$ cat src/rtl/game_draw_arbiter.sv
// game_draw_arbiter: sequences paddle/AI/ball draw engines once per frame
// and muxes the granted client's pixel stream onto the single VGA port.
//
// Ports:
//   clk, resetn       clock, synchronous active-low reset
//   frame_tick        one-cycle request for a draw round
//   client_en[2:0]    per-client enable
//   done_in[2:0]      per-client done level
//   x_in/y_in/colour_in/plot_in  packed client pixel streams
//   go_out[2:0]       per-client start request
//   x_out/y_out/colour_out/plot_out  registered VGA write port
//   busy, round_done  round status
//   timeout_flag[2:0] sticky per-client abort flags
//   overrun           sticky; a tick arrived with one already queued
module game_draw_arbiter #(
  parameter logic [23:0] TIMEOUT_CYCLES = 24'd16000000
) (
  input  logic        clk,
  input  logic        resetn,
  input  logic        frame_tick,
  input  logic [2:0]  client_en,
  input  logic [2:0]  done_in,
  input  logic [23:0] x_in,
  input  logic [20:0] y_in,
  input  logic [8:0]  colour_in,
  input  logic [2:0]  plot_in,
  output logic [2:0]  go_out,
  output logic [7:0]  x_out,
  output logic [6:0]  y_out,
  output logic [2:0]  colour_out,
  output logic        plot_out,
  output logic        busy,
  output logic        round_done,
  output logic [2:0]  timeout_flag,
  output logic        overrun
);

  localparam logic [1:0] S_IDLE = 2'd0;
  localparam logic [1:0] S_ARM  = 2'd1;
  localparam logic [1:0] S_RUN  = 2'd2;
  localparam logic [1:0] S_NEXT = 2'd3;

  logic [1:0]  state;
  logic [1:0]  grant;
  logic        pending;
  logic [23:0] cnt;

  logic        start_ok;
  logic [1:0]  start_idx;
  logic        next_ok;
  logic [1:0]  next_idx;

  logic [7:0]  sel_x;
  logic [6:0]  sel_y;
  logic [2:0]  sel_colour;
  logic        sel_plot;
  logic        sel_done;
  logic        expired;

  // Lowest enabled client overall, and lowest enabled above the grant.
  // Descending scan so the last hit (lowest index) wins.
  always_comb begin
    start_ok  = 1'b0;
    start_idx = 2'd0;
    next_ok   = 1'b0;
    next_idx  = grant;
    for (int i = 2; i >= 0; i--) begin
      if (client_en[i]) begin
        start_ok  = 1'b1;
        start_idx = 2'(i);
      end
      if (client_en[i] && (i > int'(grant))) begin
        next_ok  = 1'b1;
        next_idx = 2'(i);
      end
    end
  end

  always_comb begin
    sel_x      = 8'd0;
    sel_y      = 7'd0;
    sel_colour = 3'd0;
    sel_plot   = 1'b0;
    sel_done   = 1'b0;
    case (grant)
      2'd0: begin
        sel_x      = x_in[7:0];
        sel_y      = y_in[6:0];
        sel_colour = colour_in[2:0];
        sel_plot   = plot_in[0];
        sel_done   = done_in[0];
      end
      2'd1: begin
        sel_x      = x_in[15:8];
        sel_y      = y_in[13:7];
        sel_colour = colour_in[5:3];
        sel_plot   = plot_in[1];
        sel_done   = done_in[1];
      end
      2'd2: begin
        sel_x      = x_in[23:16];
        sel_y      = y_in[20:14];
        sel_colour = colour_in[8:6];
        sel_plot   = plot_in[2];
        sel_done   = done_in[2];
      end
      default: ;
    endcase
  end

  assign expired = (cnt == TIMEOUT_CYCLES - 24'd1);
  assign busy    = (state != S_IDLE);

  always_comb begin
    go_out = 3'b000;
    if (state == S_ARM)
      go_out[grant] = 1'b1;
  end

  always_ff @(posedge clk) begin
    if (!resetn) begin
      state        <= S_IDLE;
      grant        <= 2'd0;
      pending      <= 1'b0;
      cnt          <= 24'd0;
      x_out        <= 8'd0;
      y_out        <= 7'd0;
      colour_out   <= 3'd0;
      plot_out     <= 1'b0;
      round_done   <= 1'b0;
      timeout_flag <= 3'b000;
      overrun      <= 1'b0;
    end else begin
      round_done <= 1'b0;

      if (busy && frame_tick) begin
        if (pending) overrun <= 1'b1;
        pending <= 1'b1;
      end

      if (state == S_ARM || state == S_RUN) begin
        x_out      <= sel_x;
        y_out      <= sel_y;
        colour_out <= sel_colour;
        plot_out   <= sel_plot;
      end else begin
        plot_out <= 1'b0;
      end

      case (state)
        S_IDLE: begin
          // The round_done cycle only queues a tick; the round it
          // requests starts on the next IDLE cycle.
          if (round_done) begin
            if (frame_tick) begin
              if (pending) overrun <= 1'b1;
              pending <= 1'b1;
            end
          end else if (frame_tick || pending) begin
            pending <= 1'b0;
            if (start_ok) begin
              grant <= start_idx;
              cnt   <= 24'd0;
              state <= S_ARM;
            end else begin
              round_done <= 1'b1;
            end
          end
        end
        S_ARM, S_RUN: begin
          if (expired) begin
            timeout_flag[grant] <= 1'b1;
            state <= S_NEXT;
          end else begin
            cnt <= cnt + 24'd1;
            if (state == S_ARM && !sel_done)
              state <= S_RUN;
            else if (state == S_RUN && sel_done)
              state <= S_NEXT;
          end
        end
        S_NEXT: begin
          if (next_ok) begin
            grant <= next_idx;
            cnt   <= 24'd0;
            state <= S_ARM;
          end else begin
            round_done <= 1'b1;
            state      <= S_IDLE;
          end
        end
        default: state <= S_IDLE;
      endcase
    end
  end

endmodule
$ cat config.mk
export PLATFORM = sky130hd
export DESIGN_NAME = game_draw_arbiter
export DESIGN_NICKNAME = d
export VERILOG_FILES = /design/src/rtl/game_draw_arbiter.sv
export SDC_FILE = /design/constraint.sdc
export NUM_CORES = 1
export LEC_CHECK = 0
export CAP_MARGIN = 40
export CELL_PAD_IN_SITES_DETAIL_PLACEMENT = 1
export CELL_PAD_IN_SITES_GLOBAL_PLACEMENT = 1
export CORE_MARGIN = 2
export CORE_UTILIZATION = 34
export DETAILED_ROUTE_END_ITERATION = 8
export PLACE_DENSITY = 0.91
export SYNTH_ARGS = -nofsm -noshare
export SYNTH_HDL_FRONTEND = slang
export SYNTH_SLANG_ARGS = --single-unit
$ cat constraint.sdc
create_clock -name clk -period 2.8 [get_ports clk]
set_clock_uncertainty 0.2 [all_clocks]
set_input_delay 0.56 -clock clk [delete_from_list [all_inputs] [get_ports clk]]
set_output_delay 0.56 -clock clk [all_outputs]
set_load 0.05 [all_outputs]
# Word level (Yosys, flattened, before mapping)
# Index checks and enable logic that the tools add are counted.
[op_classes]
magnitude_cmp = 4
mul = 0
muxes = 53
reduce_logical = 19
n_div = 0
bitwise = 1
eq_ne = 13
shift = 0
n_addsub = 1
[op_table]
columns = ["op", "count"]
rows = [
  ["24-bit two-way mux", 5],
  ["24-bit case mux with 3 select lines", 1],
  ["2-bit two-way mux", 15],
  ["24-bit by 1-bit adder with 24-bit output (second input constant)", 1],
  ["24-bit equality test (second input constant)", 1],
  ["8-bit case mux with 3 select lines", 1],
  ["1-bit two-way mux", 22],
  ["7-bit case mux with 3 select lines", 1],
  ["2-bit != test (second input constant)", 5],
  ["3-bit case mux with 3 select lines", 1],
  ["2-bit equality test (second input constant)", 3],
  ["1-bit logical AND", 6],
  ["1-bit case mux with 3 select lines", 2],
  ["2-bit case mux with 3 select lines", 1],
  ["6-bit AND reduction", 1],
  ["5-bit AND reduction", 1],
  ["2-bit by 1-bit equality test with 1-bit output (second input constant)", 2],
  ["2-bit logical NOT", 2],
  ["4-bit != test (second input constant)", 1],
  ["2-bit case mux with 2 select lines", 1],
  ["2-bit AND reduction", 2],
  ["4-bit AND reduction", 1],
  ["2-bit nonzero test", 2],
  ["2-bit by 3-bit less-than comparator with 1-bit output (second input constant)", 1],
  ["11 further kinds", 12],
]
[totals]
ff_bits = 53
mem_count = 0
word_cells = 102
latchBits = 0
ram_bits = 0
output_inout_bits = 28
romBits = 0

# Logic depth before layout (Yosys ltp)
# Gate-level depths: netlist (run 1).
[depth]
ltp_word = 7
ltp_mapped = 9
mapped_depth_nobuf = 7

# Worst setup path after synthesis (run 1)
# No wires, ideal clock.
[synth_timing]
path_type = "register to output"
start = "register grant[1]"
end = "output port go_out[2]"
setup_slack_ns = -0.235
arrival_ns = 2.275
stages_incl_launch_ff = 4
n_path_buf = 2
t_required_ns = 2.040
cell_sequence = "dfxtp_1 -> clkbuf_1 -> buf_1 -> nor3b_1"
[synth_between]
elab_chain_len = 5
word_cells_on_any_way = 6
cone_classes = "2 x order compare; 3 x mux; 1 x reduce/logical"
[synth_rtl]
columns = ["element", "line_no", "source"]
rows = [
  ["from (decl)", "44", "logic [1:0] grant;"],
  ["from (signal assigned)", "162", "grant <= start_idx;"],
  ["from (signal assigned)", "184", "grant <= next_idx;"],
  ["2-bit by 3-bit less-than comparator with 1-bit output (implied by the code) / 2-bit by 1-bit greater-or-equal comparator with 1-bit output (equally long branches)", "117", "go_out[grant] = 1'b1;"],
  ["1-bit logical AND (implied by the code)", "117", ""],
  ["1-bit two-way mux (implied by the code)", "117", ""],
  ["1-bit demux with 2-bit select (*)", "117", ""],
  ["3-bit two-way mux (*)", "116", "if (state == S_ARM)"],
  ["to (decl)", "27", "output logic [2:0] go_out,"],
]
# Every way passes the cells marked *; elsewhere a longest branch is shown, timed or not.

# Worst setup path in the final report (run 1)
[layout_timing]
start = "register cnt[11]"
end = "register cnt[15]"
[layout_between]
elab_chain_len = 3
word_cells_on_any_way = 6
cone_classes = "1 x add/sub; 2 x eq/ne; 2 x mux; 1 x reduce/logical"
[layout_rtl]
columns = ["element", "line_no", "source"]
rows = [
  ["from (decl)", "46", "logic [23:0] cnt;"],
  ["from (signal assigned)", "175", "cnt <= cnt + 24'd1;"],
  ["24-bit by 1-bit adder with 24-bit output / 24-bit equality test (equally long branches)", "175, 111", ""],
  ["24-bit two-way mux / 2-bit != test (equally long branches)", "n/a", ""],
  ["24-bit case mux with 3 select lines / 5-bit AND reduction (equally long branches)", "n/a", ""],
]
# Several ways; a longest one is shown, not always the timed one. The select of a mux whose other input is x is not followed.
# A chain may end at the register's enable or synchronous reset.

==> results of run 1 <==
## registers in the layout (all words and copies together), names as in the netlist
| name | cells |
|---|---|
| cnt | 24 |
| x_out | 8 |
| y_out | 7 |
| colour_out | 3 |
| timeout_flag | 3 |
| grant | 2 |
| state | 2 |
| overrun | 1 |
| pending | 1 |
| plot_out | 1 |
| round_done | 1 |
## worst max-delay path, stage by stage, from the launching register on
cell and delay, ps:
dfxtp_1 380, nor4b_1 550, or4bb_2 680, o2111ai_2 310
buf_4 200, buf_4 120, o21ai_1 70, a21oi_2 130
## worst max path at each step
stage	from	endpoint	slack [ps]	cells past startpoint
5_1_grt	client_en[1]	cnt[6]	30	7
3_3_place_gp	client_en[1]	grant[0]	-7	7
3_5_place_dp	client_en[1]	cnt[23]	-170	6
6_report	cnt[11]	cnt[15]	110	7
4_1_cts	cnt[11]	cnt[15]	120	7
2_1_floorplan	grant[1]	go_out[0]	120	3
## cells in the mapped netlist, types with 2 or more instances
master	n	share of area (%)
or3_2	3	0.76
and4_1	4	1.2
a21oi_1	24	4.1
mux2i_1	23	7.8
nand2b_1	3	0.64
nor3_1	3	0.51
and3_1	3	0.64
buf_4	2	0.51
dfxtp_1	53	36
or4_4	2	0.76
nor4_1	2	0.42
nor3b_1	3	0.76
nor2_1	11	1.4
or4_1	13	3.3
o21a_1	6	1.5
nand3_1	9	1.5
a21oi_2	3	0.89
or4_2	4	1.2
and2_1	4	0.85
ha_1	5	2.1
clkbuf_1	10	1.3
o31ai_1	11	2.8
a22o_1	18	5.3
nand4_1	6	1.3
nor2b_1	2	0.42
a31oi_1	2	0.42
buf_6	3	1.1
nand2_1	37	4.7
o21ai_1	4	0.68
and3_2	2	0.51
inv_1	11	1.4
o21ai_0	23	3.9
o211ai_1	4	1.0
buf_1	2	0.25
## cells in the final DEF (no fill, tap or decap), types with 4 or more instances in the layout
cell type / count
a21oi_1: 23
a21oi_2: 4
a22o_1: 18
and2_1: 4
and4_1: 4
buf_4: 36
clkbuf_8: 5
clkdlybuf4s50_1: 89
dfxtp_1: 53
ha_1: 5
inv_1: 11
mux2i_1: 23
nand2_1: 37
nand3_1: 9
nand4_1: 6
nor2_1: 11
o211ai_1: 4
o21a_1: 6
o21ai_0: 23
o21ai_1: 4
o31ai_1: 11
or4_1: 13
or4_2: 4
## cells by family after synthesis
kind of cell / Yosys count / share of synthesized area (%)
buffers and inverters: 32 / 5.69
AOI/OAI and AO/OA: 105 / 23.8
DFF: 53 / 36.0
adders and majority gates: 5 / 2.12
and+or+nand+nor: 122 / 24.6
muxes: 23 / 7.81
## metal layers
| metal | global-route usage [%] | routed length (um) |
|---|---|---|
| met5 | 0 | 0 |
| met2 | 42.0 | 5470 |
| met3 | 6.33 | 677 |
| met1 | 23.5 | 3880 |
| met4 | 9.53 | 331 |
## repair_timing
item                                   CTS  global route
endpoints found under the hold margin    0             0
setup endpoints to repair                1            10
gates resized for setup                  1             1
gates cloned                             0             0
setup buffers                            0             0
## where the power goes
group          total, mW  switching (mW)  internal (mW)  leakage (nW)
Sequential          1.02           0.114          0.904         0.430
Clock              0.518           0.258          0.260        0.0540
Combinational       1.64            1.03          0.612          1.04
## layout make-up
type / count / area share (%)
multi-input cells: 255 / 40.2
repair buffers: 129 / 28.6
flip-flops and latches: 53 / 24.7
well taps: 105 / 3.06
clock buffers: 5 / 1.60
inverters: 11 / 0.961
clock inverters: 2 / 0.816
==> results.cfg, run 1 <==
[logic_synthesis]
synth.net_count = 411
syn_avg_cell_area_sq_um = 8.67
synth-edff-count = 0
syn-cell-area_sq_mm = 0.00295
seq_area_frac_synth_pct = 36.0
ys_types = 59
netlist_instances = 340
ys_seq_elements = 53
ys.warnings.count = 0
synthFlopType = dfxtp_1
ys_async_sr_fraction_pct = 0

[finish]
seq_area_sq_mm = 0.00106
utilization_pct = 51.8
num-fill-cells = 948
design_area_sq_mm = 0.00430
drive_above_1_share_pct = 15.8
fin_nets = 526
diodes = 0
final_cells = 560
area_growth_pct = 45.7
multi_input_area_sq_mm = 0.00173

[drt]
drtAntennaViolNets = 0
vias = 3199
viasPerCell = 5.71
drtPass1Iterations = 4
wl_per_cell_um = 18.5
drt_iter0_markers = 90
wl_mm = 10.4
drc = 0

[cts]
insertion_delay_ps = 320
path_clk_slew_ps = 90
numCtsBuffers = 5
cts-root-buf = clkbuf_8
clock_path_buffers = 2
cts.sinks = 53
postCtsHoldBufs = 0
cts_tree = yes
htreeDepth = 2

[floorplanning]
die_area_sq_mm = 0.00943
start_util_pct = 35.5
die_h_um = 97.1
die_x_um = 97.1
core_sq_mm = 0.00830
ios = 94
std_cell_rows = 33

[global_route]
grt_pass1_wl_mm = 17.4
antenna_found_initial = 0
gr-usage-all-layers_pct = 22.5
grt-ovfl-total = 0
grt_max_degree = 33
grt_pass1_vias = 3590

[sta]
setup_tns_ps = 0
setup_viol = 0
clock.fmax_mhz = 372
tightest_slew_ps = 548
rsz0062_at_grt = false
slew_violations = 0
hold_viol_final = 0
slew_headroom_pct = 63.0
whs_ps = 284
layout_setup_ws_ps = 109
final.min_clock_period_ps = 2690
fin_crit_sh_pct = 96.1

[hold_path]
hp-class = reg -> reg
hp-start = timeout_flag[1]
hold_end = timeout_flag[1]
holdPathStages = 2

[status]
status = finished, final reports clean

[place]
dp.cells = 553
dpl-instance-area_sq_mm = 0.00419
routabilityCongestion = 0.866
io_buffers = 93
post-place-ws_ps = -174
dpl.hpwl_mm = 8.28

[critical_path]
critPathLaunchType = flop
rrSetupSlack_ps = 110
cp.required_ps = 2850
critPathKind = reg -> reg
end_kind = flop
timing.rr.start = cnt[11]
crit_fanout = 7
r2r_end = cnt[15]
r2r_cells = 7
worstPathArrival_ps = 2740

[power]
power.leakage_nw = 1.52
peakVddDrop_v = 0.000358
power_mw = 3.18
power.density_mw_per_mm2 = 740

[flow_run]
drv_cap = 0
No activity file was read; power rests on OpenSTA's default activity.
==> run 2: changes to the inputs <==
CORE_ASPECT_RATIO = 0.6   (was default)
GPL_TIMING_DRIVEN = 0   (was default)
==> run 2 against run 1 <==
Net effect: worst hold slack worse by 12 ps; sequential share of layout area rose by 0.072 points; critical endpoint is now cnt[19]; clock power increased by 59%; non-clock buffer count is 14 lower; fmax is 1.3% lower; clock-buffer cell count unchanged; cell count is 1.1% lower; wire length rose by 7.8%.
==> results.cfg, run 2 (same netlist as run 1, synthesis figures left out) <==
[finish]
area_growth_pct = 45.3
design_area_sq_mm = 0.00428
fin_nets = 512
layout_commonest_cell = clkdlybuf4s50_1
mostFrequentLayoutCells = clkdlybuf4s50_1 (88), dfxtp_1 (53), nand2_1 (37)
num-fill-cells = 1003
drive_above_1_share_pct = 12.9
diodes = 0
top_regs = cnt (24), x_out (8), y_out (7)
regMostFlops = cnt
largest_reg_flops = 24

[floorplanning]
die_h_um = 76.1
ios = 94
start_util_pct = 34.9
std_cell_rows = 26
die_x_um = 124
die_area_sq_mm = 0.00946
core_sq_mm = 0.00846

[global_route]
gr-usage-all-layers_pct = 23.1
grt_max_degree = 18
grt_pass1_vias = 3276
antenna_found_initial = 0
grt-ovfl-total = 0
grt_pass1_wl_mm = 17.6

[power]
power.density_mw_per_mm2 = 813
power_mw = 3.48
power.leakage_nw = 1.52
peakVddDrop_v = 0.000367

[hold_path]
hp-class = reg -> reg

[sta]
layout_setup_ws_ps = 73.1
clock.fmax_mhz = 367
tightest_slew_ps = 796
slew_violations = 0
rsz0062_at_grt = false
setup_viol = 0
slew_headroom_pct = 46.7
hold_viol_final = 0
fin_crit_sh_pct = 97.4
final.min_clock_period_ps = 2730
whs_ps = 271

[drt]
drt_iter0_markers = 158
wl_mm = 11.2
drtAntennaViolNets = 0
vias = 3111
wl_per_cell_um = 20.2
drc = 0
viasPerCell = 5.62
drtPass1Iterations = 4

[critical_path]
crit_fanout = 10
worstPathArrival_ps = 2770
critPathKind = in -> reg
cp.required_ps = 2850
critPathLaunchType = input port
end_kind = flop

[place]
dpl.hpwl_mm = 8.54
post-place-ws_ps = -464
dpl-instance-area_sq_mm = 0.00402
routabilityCongestion = 0.859
io_buffers = 93

[cts]
path_clk_slew_ps = 70
cts_tree = yes
insertion_delay_ps = 300
postCtsHoldBufs = 0
cts.sinks = 53
htreeDepth = 2
cts-root-buf = clkbuf_16
clock_path_buffers = 2
numCtsBuffers = 5

[status]
status = finished, final reports clean

[flow_run]
drv_cap = 0
[run 2: changes by cell type in the layout (fill, tap and decap cells not counted), sizes merged]
cell / before / now
dlymetal6s2s: 0 / 1
clkbuf: 5 / 17
dlygate4sd2: 1 / 2
bufinv: 1 / 2
dlygate4sd1: 0 / 1
clkinv: 1 / 0
buf: 39 / 11
inv: 11 / 12
clkdlybuf4s50: 89 / 88
[run 2: critical path, stage by stage]
cell and delay (ps):
clkdlybuf4s50_1 520, nor4b_4 400, a21oi_4 110, a31o_2 280, clkbuf_8 170, or4_2 650, nand2_1 80
[run 2: through the flow]
stage,TNS (ps),cells,utilization [%]
6_report,0,554,50.6
5_1_grt,0,554,50.6
2_1_floorplan,0,340,-
4_1_cts,-22.6,554,50.2
3_5_place_dp,-10730,545,47.6
3_3_place_gp,-6570,545,47.6
[run 2: report_power, final]
part           switching (mW)  internal [mW]  total, mW
Sequential             0.0991          0.904       1.00
Clock                   0.306          0.516      0.822
Combinational            1.07          0.586       1.66
Total                    1.48           2.01       3.48
[run 2: area by class of cell]
class	count	area [sq um]	share of cell area, %
Tap cell	112	140	3.27
Sequential cell	53	1060	24.8
Multi-Input combinational cell	255	1780	41.7
Clock buffer	5	125	2.92
Inverter	11	41.3	0.964
Timing Repair Buffer	94	928	21.7
Buffer	21	134	3.13
Clock inverter	3	68.8	1.61
[run 2: layer usage]
metal | vias up | global-route usage, % | wire length, um
met3 | 8 | 4.49 | 560
li1 | 1474 | - | -
met4 | 0 | 5.51 | 87
met1 | 1549 | 31.6 | 5380
met2 | 80 | 37.7 | 5140
met5 | - | 0 | 0
[run 2: timing repair]
action / CTS / global route
setup buffers: 1 / 0
endpoints found under the setup margin: 28 / 37
pin swaps: 1 / 2
resized for setup: 16 / 14
[run 2: path summary, 6_finish.rpt]
| check | from | to | slack (ps) | cells after the start |
|---|---|---|---|---|
| worst min-delay path | overrun | overrun | 270 | 2 |
| worst min register to register | overrun | overrun | 270 | 2 |
| worst max register to register | state[0] | cnt[19] | 170 | 8 |
| worst max-delay path | client_en[0] | cnt[19] | 70 | 7 |
==> run 3: changes to the inputs <==
CTS_CLUSTER_SIZE = 40   (was default)
==> results of run 3 <==
No change in the layout: final DEF, timing and power equal those of run 2.
